File: config.mk
export PLATFORM = sky130hd
export DESIGN_NAME = debug_inst_gen_flat
export DESIGN_NICKNAME = d
export VERILOG_FILES = /design/src/rtl/debug_inst_gen_pkg.sv /design/src/rtl/debug_inst_gen_if.sv /design/src/rtl/debug_inst_rom.sv /design/src/rtl/debug_inst_gen.sv /design/src/flat_wrapper.sv
export SDC_FILE = /design/constraint.sdc
export NUM_CORES = 1
export LEC_CHECK = 0
export BUFFER_PORTS_ARGS = -buffer_cell sky130_fd_sc_hd__buf_2
export CAP_MARGIN = 0
export CORE_MARGIN = 2
export CORE_UTILIZATION = 45
export DETAILED_ROUTE_END_ITERATION = 8
export PLACE_DENSITY_LB_ADDON = 0.2
export SYNTH_ARGS = -nofsm -noshare
export SYNTH_HDL_FRONTEND = slang
export SYNTH_SLANG_ARGS = --single-unit
File: constraint.sdc
create_clock -name clk -period 4 [get_ports clk]
set_input_delay 0.8 -clock clk [delete_from_list [all_inputs] [get_ports clk]]
set_output_delay 0.8 -clock clk [all_outputs]
set_load 0.1 [all_outputs]
File: src/rtl/debug_inst_gen_pkg.sv
// Shared RISC-V encodings and debug command types for the debug instruction generator.
// Command opcodes, CSR addresses, register indices and the I-type word builder.
package riscv_types;

    typedef enum logic [2:0] {
        GPR_R = 3'd0,
        GPR_W = 3'd1,
        CSR_R = 3'd2,
        CSR_W = 3'd3,
        MEM_R = 3'd4
    } debug_cmd_t;

    typedef enum logic [11:0] {
        CSR_DSCRATCH = 12'h7B2,
        CSR_DDATA    = 12'h7C0
    } csr_reg_addr_t;

    typedef enum logic [2:0] {
        S_IDLE,
        S_ISSUE,
        S_DRAIN,
        S_RESTORE,
        S_DONE
    } gen_state_t;

    localparam logic [4:0] REG_X0      = 5'd0;
    localparam logic [4:0] REG_S0      = 5'd8;
    localparam logic [6:0] OPC_SYSTEM  = 7'b1110011;
    localparam logic [6:0] OPC_LOAD    = 7'b0000011;
    localparam logic [2:0] RW_FN3      = 3'b001;
    localparam logic [2:0] RS_FN3      = 3'b010;
    localparam logic [2:0] LS_W_FN3    = 3'b010;

    function automatic logic [31:0] enc_i(input logic [11:0] imm, input logic [4:0] rs1,
                                          input logic [2:0] fn3, input logic [4:0] rd,
                                          input logic [6:0] opc);
        return {imm, rs1, fn3, rd, opc};
    endfunction

    // s0 is parked in DSCRATCH around any sequence that clobbers it
    localparam logic [31:0] SAVE_WORD    = enc_i(CSR_DSCRATCH, REG_S0, RW_FN3, REG_X0, OPC_SYSTEM);
    localparam logic [31:0] RESTORE_WORD = enc_i(CSR_DSCRATCH, REG_X0, RS_FN3, REG_S0, OPC_SYSTEM);

    function automatic logic cmd_ok(input logic [2:0] op, input logic [11:0] regno);
        if (op == GPR_R || op == GPR_W) return regno[11:5] == 7'd0;
        return op inside {CSR_R, CSR_W, MEM_R};
    endfunction

endpackage

File: src/rtl/debug_inst_gen_if.sv
// Command, instruction-injection and completion signals between a debug master and the generator.
// cmd_op carries the debug_cmd_t encoding as raw bits so undefined opcodes can be presented.
interface debug_inst_gen_if;
    logic        cmd_valid;
    logic        cmd_ready;
    logic [2:0]  cmd_op;
    logic [11:0] cmd_regno;
    logic        inst_valid;
    logic        inst_ready;
    logic [31:0] inst;
    logic        inst_retired;
    logic        inst_exception;
    logic        cmd_done;
    logic        cmd_error;

    modport master (
        output cmd_valid, cmd_op, cmd_regno, inst_ready, inst_retired, inst_exception,
        input  cmd_ready, inst_valid, inst, cmd_done, cmd_error
    );

    modport slave (
        input  cmd_valid, cmd_op, cmd_regno, inst_ready, inst_retired, inst_exception,
        output cmd_ready, inst_valid, inst, cmd_done, cmd_error
    );
endinterface

File: src/rtl/debug_inst_rom.sv
// Combinational table from (command, step, regno) to the RV32I word for that step.
// last marks the final step of the command's sequence.
module debug_inst_rom
    import riscv_types::*;
(
    input  logic [2:0]  op,
    input  logic [2:0]  step,
    input  logic [11:0] regno,
    output logic [31:0] word,
    output logic        last
);
    logic [31:0] rd_ddata_s0;
    logic [31:0] wr_ddata_s0;

    assign rd_ddata_s0 = enc_i(CSR_DDATA, REG_X0, RS_FN3, REG_S0, OPC_SYSTEM);
    assign wr_ddata_s0 = enc_i(CSR_DDATA, REG_S0, RW_FN3, REG_X0, OPC_SYSTEM);

    always_comb begin
        word = '0;
        last = 1'b1;
        case (op)
            GPR_R: word = enc_i(CSR_DDATA, regno[4:0], RW_FN3, REG_X0, OPC_SYSTEM);
            GPR_W: word = enc_i(CSR_DDATA, REG_X0, RS_FN3, regno[4:0], OPC_SYSTEM);
            CSR_R: begin
                last = (step == 3'd3);
                case (step)
                    3'd0:    word = SAVE_WORD;
                    3'd1:    word = enc_i(regno, REG_X0, RS_FN3, REG_S0, OPC_SYSTEM);
                    3'd2:    word = wr_ddata_s0;
                    default: word = RESTORE_WORD;
                endcase
            end
            CSR_W: begin
                last = (step == 3'd3);
                case (step)
                    3'd0:    word = SAVE_WORD;
                    3'd1:    word = rd_ddata_s0;
                    3'd2:    word = enc_i(regno, REG_S0, RW_FN3, REG_X0, OPC_SYSTEM);
                    default: word = RESTORE_WORD;
                endcase
            end
            MEM_R: begin
                last = (step == 3'd4);
                case (step)
                    3'd0:    word = SAVE_WORD;
                    3'd1:    word = rd_ddata_s0;
                    3'd2:    word = enc_i(12'h000, REG_S0, LS_W_FN3, REG_S0, OPC_LOAD);
                    3'd3:    word = wr_ddata_s0;
                    default: word = RESTORE_WORD;
                endcase
            end
            default: begin
                word = '0;
                last = 1'b1;
            end
        endcase
    end
endmodule

File: src/rtl/debug_inst_gen.sv
// Debug instruction generator: turns debugger commands into injected RV32I sequences,
// tracks in-flight instructions and reports completion/error.
module debug_inst_gen
    import riscv_types::*;
(
    input  logic            clk,
    input  logic            rst,
    debug_inst_gen_if.slave bus
);
    gen_state_t  state;
    logic [2:0]  op_q;
    logic [11:0] regno_q;
    logic [2:0]  step_q;
    logic [2:0]  outst_q;
    logic [2:0]  outst_nxt;
    logic        err_q;
    logic        restore_hs_q;
    logic        cmd_ready_q;
    logic        inst_valid_q;
    logic        cmd_done_q;
    logic        cmd_error_q;
    logic [31:0] rom_word;
    logic        rom_last;
    logic        hs;
    logic        ret;
    logic        exc;
    logic        saved;

    debug_inst_rom u_rom (
        .op    (op_q),
        .step  (step_q),
        .regno (regno_q),
        .word  (rom_word),
        .last  (rom_last)
    );

    assign hs  = inst_valid_q && bus.inst_ready;
    // a trapping instruction still leaves the pipeline, so it retires like any other
    assign ret = (bus.inst_retired || bus.inst_exception)
                 && (state inside {S_ISSUE, S_DRAIN, S_RESTORE});
    assign exc = bus.inst_exception && (state inside {S_ISSUE, S_DRAIN});
    assign saved = (op_q inside {CSR_R, CSR_W, MEM_R}) && (step_q != 3'd0 || hs);

    always_comb begin
        outst_nxt = outst_q;
        if (hs && !ret)
            outst_nxt = outst_q + 3'd1;
        else if (!hs && ret && outst_q != 3'd0)
            outst_nxt = outst_q - 3'd1;
    end

    assign bus.cmd_ready  = cmd_ready_q;
    assign bus.inst_valid = inst_valid_q;
    assign bus.inst       = !inst_valid_q ? 32'h0 : (state == S_RESTORE) ? RESTORE_WORD : rom_word;
    assign bus.cmd_done   = cmd_done_q;
    assign bus.cmd_error  = cmd_error_q;

    always_ff @(posedge clk) begin
        if (rst) begin
            state        <= S_IDLE;
            op_q         <= '0;
            regno_q      <= '0;
            step_q       <= '0;
            outst_q      <= '0;
            err_q        <= 1'b0;
            restore_hs_q <= 1'b0;
            cmd_ready_q  <= 1'b0;
            inst_valid_q <= 1'b0;
            cmd_done_q   <= 1'b0;
            cmd_error_q  <= 1'b0;
        end else begin
            cmd_done_q  <= 1'b0;
            cmd_error_q <= 1'b0;
            outst_q     <= outst_nxt;
            case (state)
                S_IDLE: begin
                    cmd_ready_q <= 1'b1;
                    if (bus.cmd_valid && cmd_ready_q) begin
                        op_q         <= bus.cmd_op;
                        regno_q      <= bus.cmd_regno;
                        step_q       <= '0;
                        outst_q      <= '0;
                        err_q        <= 1'b0;
                        restore_hs_q <= 1'b0;
                        cmd_ready_q  <= 1'b0;
                        if (cmd_ok(bus.cmd_op, bus.cmd_regno)) begin
                            state        <= S_ISSUE;
                            inst_valid_q <= 1'b1;
                        end else begin
                            state       <= S_DONE;
                            cmd_done_q  <= 1'b1;
                            cmd_error_q <= 1'b1;
                        end
                    end
                end
                S_ISSUE: begin
                    if (hs) step_q <= step_q + 3'd1;
                    if (exc) begin
                        err_q        <= 1'b1;
                        state        <= saved ? S_RESTORE : S_DRAIN;
                        inst_valid_q <= saved;
                    end else if (hs && rom_last) begin
                        state        <= S_DRAIN;
                        inst_valid_q <= 1'b0;
                    end
                end
                S_DRAIN: begin
                    if (exc) begin
                        err_q <= 1'b1;
                        if (saved) begin
                            state        <= S_RESTORE;
                            inst_valid_q <= 1'b1;
                        end
                    end else if (outst_q == 3'd0) begin
                        state       <= S_DONE;
                        cmd_done_q  <= 1'b1;
                        cmd_error_q <= err_q;
                    end
                end
                S_RESTORE: begin
                    if (hs) begin
                        inst_valid_q <= 1'b0;
                        restore_hs_q <= 1'b1;
                    end
                    if (restore_hs_q && outst_q == 3'd0) begin
                        state       <= S_DONE;
                        cmd_done_q  <= 1'b1;
                        cmd_error_q <= err_q;
                    end
                end
                S_DONE: begin
                    state       <= S_IDLE;
                    cmd_ready_q <= 1'b1;
                end
                default: state <= S_IDLE;
            endcase
        end
    end
endmodule

File: src/flat_wrapper.sv
// flat-port wrapper written by rule: the top's interface ports become plain ports
module debug_inst_gen_flat import riscv_types::*;
  (clk, rst, bus_cmd_valid, bus_cmd_op, bus_cmd_regno, bus_inst_ready, bus_inst_retired, bus_inst_exception, bus_cmd_ready, bus_inst_valid, bus_inst, bus_cmd_done, bus_cmd_error);
  debug_inst_gen_if bus_i ();
  input  logic clk;
  input  logic rst;
  input wire logic [$bits(bus_i.cmd_valid)-1:0] bus_cmd_valid;
  input wire logic [$bits(bus_i.cmd_op)-1:0] bus_cmd_op;
  input wire logic [$bits(bus_i.cmd_regno)-1:0] bus_cmd_regno;
  input wire logic [$bits(bus_i.inst_ready)-1:0] bus_inst_ready;
  input wire logic [$bits(bus_i.inst_retired)-1:0] bus_inst_retired;
  input wire logic [$bits(bus_i.inst_exception)-1:0] bus_inst_exception;
  output wire logic [$bits(bus_i.cmd_ready)-1:0] bus_cmd_ready;
  output wire logic [$bits(bus_i.inst_valid)-1:0] bus_inst_valid;
  output wire logic [$bits(bus_i.inst)-1:0] bus_inst;
  output wire logic [$bits(bus_i.cmd_done)-1:0] bus_cmd_done;
  output wire logic [$bits(bus_i.cmd_error)-1:0] bus_cmd_error;
  assign bus_i.cmd_valid = bus_cmd_valid;
  assign bus_i.cmd_op = bus_cmd_op;
  assign bus_i.cmd_regno = bus_cmd_regno;
  assign bus_i.inst_ready = bus_inst_ready;
  assign bus_i.inst_retired = bus_inst_retired;
  assign bus_i.inst_exception = bus_inst_exception;
  assign bus_cmd_ready = bus_i.cmd_ready;
  assign bus_inst_valid = bus_i.inst_valid;
  assign bus_inst = bus_i.inst;
  assign bus_cmd_done = bus_i.cmd_done;
  assign bus_cmd_error = bus_i.cmd_error;
  debug_inst_gen u_core (.clk(clk), .rst(rst), .bus(bus_i));
endmodule
==> run summary <==
outcome: completed
# DRC: 0
Layout fillers: 434
Placeable Area: 0.00435 sq mm
Wirelength per Cell: 13.3 microns
CP required: 3.20 ns
syn_area_per_cell: 7.28 sq um
Final Critical Period: 3.34 ns
Pwr Density: 447 mW/mm^2
family with the most delay on the worst path: simple AND/OR/NAND/NOR gates
HP Class: register to register
CP Class: register to output pin
drt total wl: 4970 microns
most common cell in the synthesized netlist: nand2_1
DRT Pass-1 Iters: 4
Final HPWL DP: 3710 microns
clock tree buffer depth: 2
nets: 350
1st-iter DRT viols: 111
slowest CP cell: dfxtp_1
CP endpoint: bus_inst[31]
CTS sink count: 30
clock slew at the register clock pins of the worst setup and hold paths: 0.06 ns
Setup Skew: 0.00316 ns
Post-CTS Setup Bufs: 0
Crit path depth: 5
chip width: 71.1 microns
CP cell instances: nand2b_1, nor3_1, nor2b_1, and2_1, buf_2
Worst EP arrival: 2.54 ns
sequential fraction of the synthesis area: 29.7%
Worst-Margin Slew: 0.685 ns
share of cells above drive strength 1: 22.4%
Setup TNS: 0 ns
Worst Setup SP: u_core.op_q[1]
post-CTS sizing: 0
I/O Buffers: 53
via count of the first global-routing pass: 1,822
Initial Utilization: 46.5%
crit share post-route: 83.5%
first-pass GRT wire length: 8320 microns
RSZ-0062 raised after global routing: false
worst-skew pair later-pin latency: 0.28 ns
CTS tree: done
Synthesis Warnings: 0
pin count of the biggest net entering global routing: 29
Slew Limit Fails: 0
area share of the largest cell type after synthesis: 29.7%
Die Y: 71.1 microns
slew margin rel.: 54.0%
startpoint types: register
CP Buf/Inv Count: 1
endpoint class of the critical path: output pin
reg2reg end: u_core.bus.inst_valid
die area: 0.00505 sq mm
hold_ws: 0.455 ns
final setup margin: 0.660 ns
Core Util, Final: 54.8%
Num CTS Buffers: 5
CTS Root Cell: clkbuf_8
synthesized instance count: 278
Cell Count, Final, Fillers Out: 373
via count: 2,051
DR vias/cell: 5.50
R2R Path Start: u_core.op_q[2]
area leader, netlist: dfxtp_1
CTS HTree Levels: 2
Reg2Reg Depth: 5
initial antenna violation count: 0
most common library cells after synthesis: nand2_1 (42), a21oi_1 (39), dfxtp_1 (30), nor2_1 (21), and2_1 (15)
placed cell count: 366
Routed Antenna Nets: 0
crit-path max cell delay: 0.64 ns
Crit Path Max Fanout: 15
cell area after synthesis: 0.00202 sq mm
Top Ports: 57
Top FF cell, synth: dfxtp_1
Peak VDD IR: 0.000298 V
FF+latch count, synth: 30
LEAKAGE: 1.04 nW
setup slack, reg-to-reg: 1.86 ns
Layout area overhead: 17.9%
Max-Cap Viols: 0
final setup vio count: 0
All-Layer GR Usage: 20.5%
Post-synth EDFFs: 0
Final Hold Vio Count: 0
post-synthesis cell type count: 53
Post-CTS Hold Buffers: 0
pre-CTS WS: 0.947 ns
main area contributors after synthesis: dfxtp_1 (30%), a21oi_1 (9.6%), nand2_1 (7.8%)
GRT overflow: 0
FMAX: 299 MHz
Core Rows: 24
GP Congestion: 0.905
Post-synth ARST share: 0%
Antenna diodes: 0
power breakdown:
part	switching [W]	internal [W]
logic	0.000309	0.0000894
clock network	0.000113	0.000199
registers	0.0000317	0.000324
cells in the final DEF, fill, tap and decap left out, types with 2 or more instances in the layout:
master and n:
nor3_1 12, and3_1 3, a221oi_2 2, and2_1 15, conb_1 3, nand3_1 3
nor2b_1 7, nand2b_1 7, nand3b_1 2, o211ai_1 2, o21ai_0 14, o31ai_1 2
dfxtp_1 30, inv_1 11, nor4_1 4, nand2_1 42, buf_4 2, nor2_1 21
nor4b_1 2, a31oi_1 3, buf_2 53, ha_1 8, clkbuf_8 6, a21oi_1 39
state kept, by name (all words and copies together), names as in the netlist:
name	count
u_core.bus.cmd_error	1
u_core.bus.inst_valid	1
u_core.err_q	1
u_core.bus.cmd_done	1
u_core.regno_q	12
u_core.state	3
u_core.restore_hs_q	1
u_core.bus.cmd_ready	1
u_core.outst_q	3
u_core.step_q	3
u_core.op_q	3
through the flow:
step	instance area [sq um]	total power, W
2_1_floorplan	2040	0.000698
3_3_place_gp	2270	0.000755
3_5_place_dp	2270	0.000759
4_1_cts	2380	0.00107
5_1_grt	2380	0.00112
6_report	2380	0.00107
how the worst min path moves through the flow:
stage | startpoint | end | depth (start not counted)
detailed placement | u_core.regno_q[8] | u_core.regno_q[8] | 2
CTS | u_core.regno_q[8] | u_core.regno_q[8] | 2
finish | u_core.regno_q[11] | u_core.regno_q[11] | 2
global placement | u_core.regno_q[11] | u_core.regno_q[11] | 2
floorplan | u_core.regno_q[11] | u_core.regno_q[11] | 2
global route | u_core.regno_q[7] | u_core.regno_q[7] | 2
worst register-to-register path, cell delays in order, from the launching register on:
cell and delay, ns:
dfxtp_1 0.64, nor3b_2 0.38, o221ai_2 0.16, a41o_1 0.29
or3_4 0.37, o32ai_2 0.21
logic make-up after synthesis:
logic type	after synthesis	share of synthesized area [%]
DFF	30	29.7
adders and majority gates	8	4.95
AOI/OAI and AO/OA	81	25.9
and+or+nand+nor	123	30.5
xor gates and xnor gates	2	0.866
muxes	1	0.495
buffers and inverters	32	7.48
other	1	0.185
routing by layer:
layer / wire, microns / GRT usage [%] / vias up
li1: - / - / 1047
met1: 2390 / 26.4 / 938
met2: 2270 / 33.6 / 60
met3: 242 / 4.84 / 6
met4: 65 / 6.92 / 0
met5: 0 / 0 / -
final cells by class:
cell class                      instances  area (sq um)  share of cell area (%)
Multi-Input combinational cell        218          1280                    53.9
Sequential cell                        30           601                    25.2
Timing Repair Buffer                   55           280                    11.8
Clock buffer                            6          82.6                    3.46
Tap cell                               52          65.1                    2.73
Inverter                               11          41.3                    1.73
Clock inverter                          1          30.0                    1.26
(Power assumes the default switching activity.)
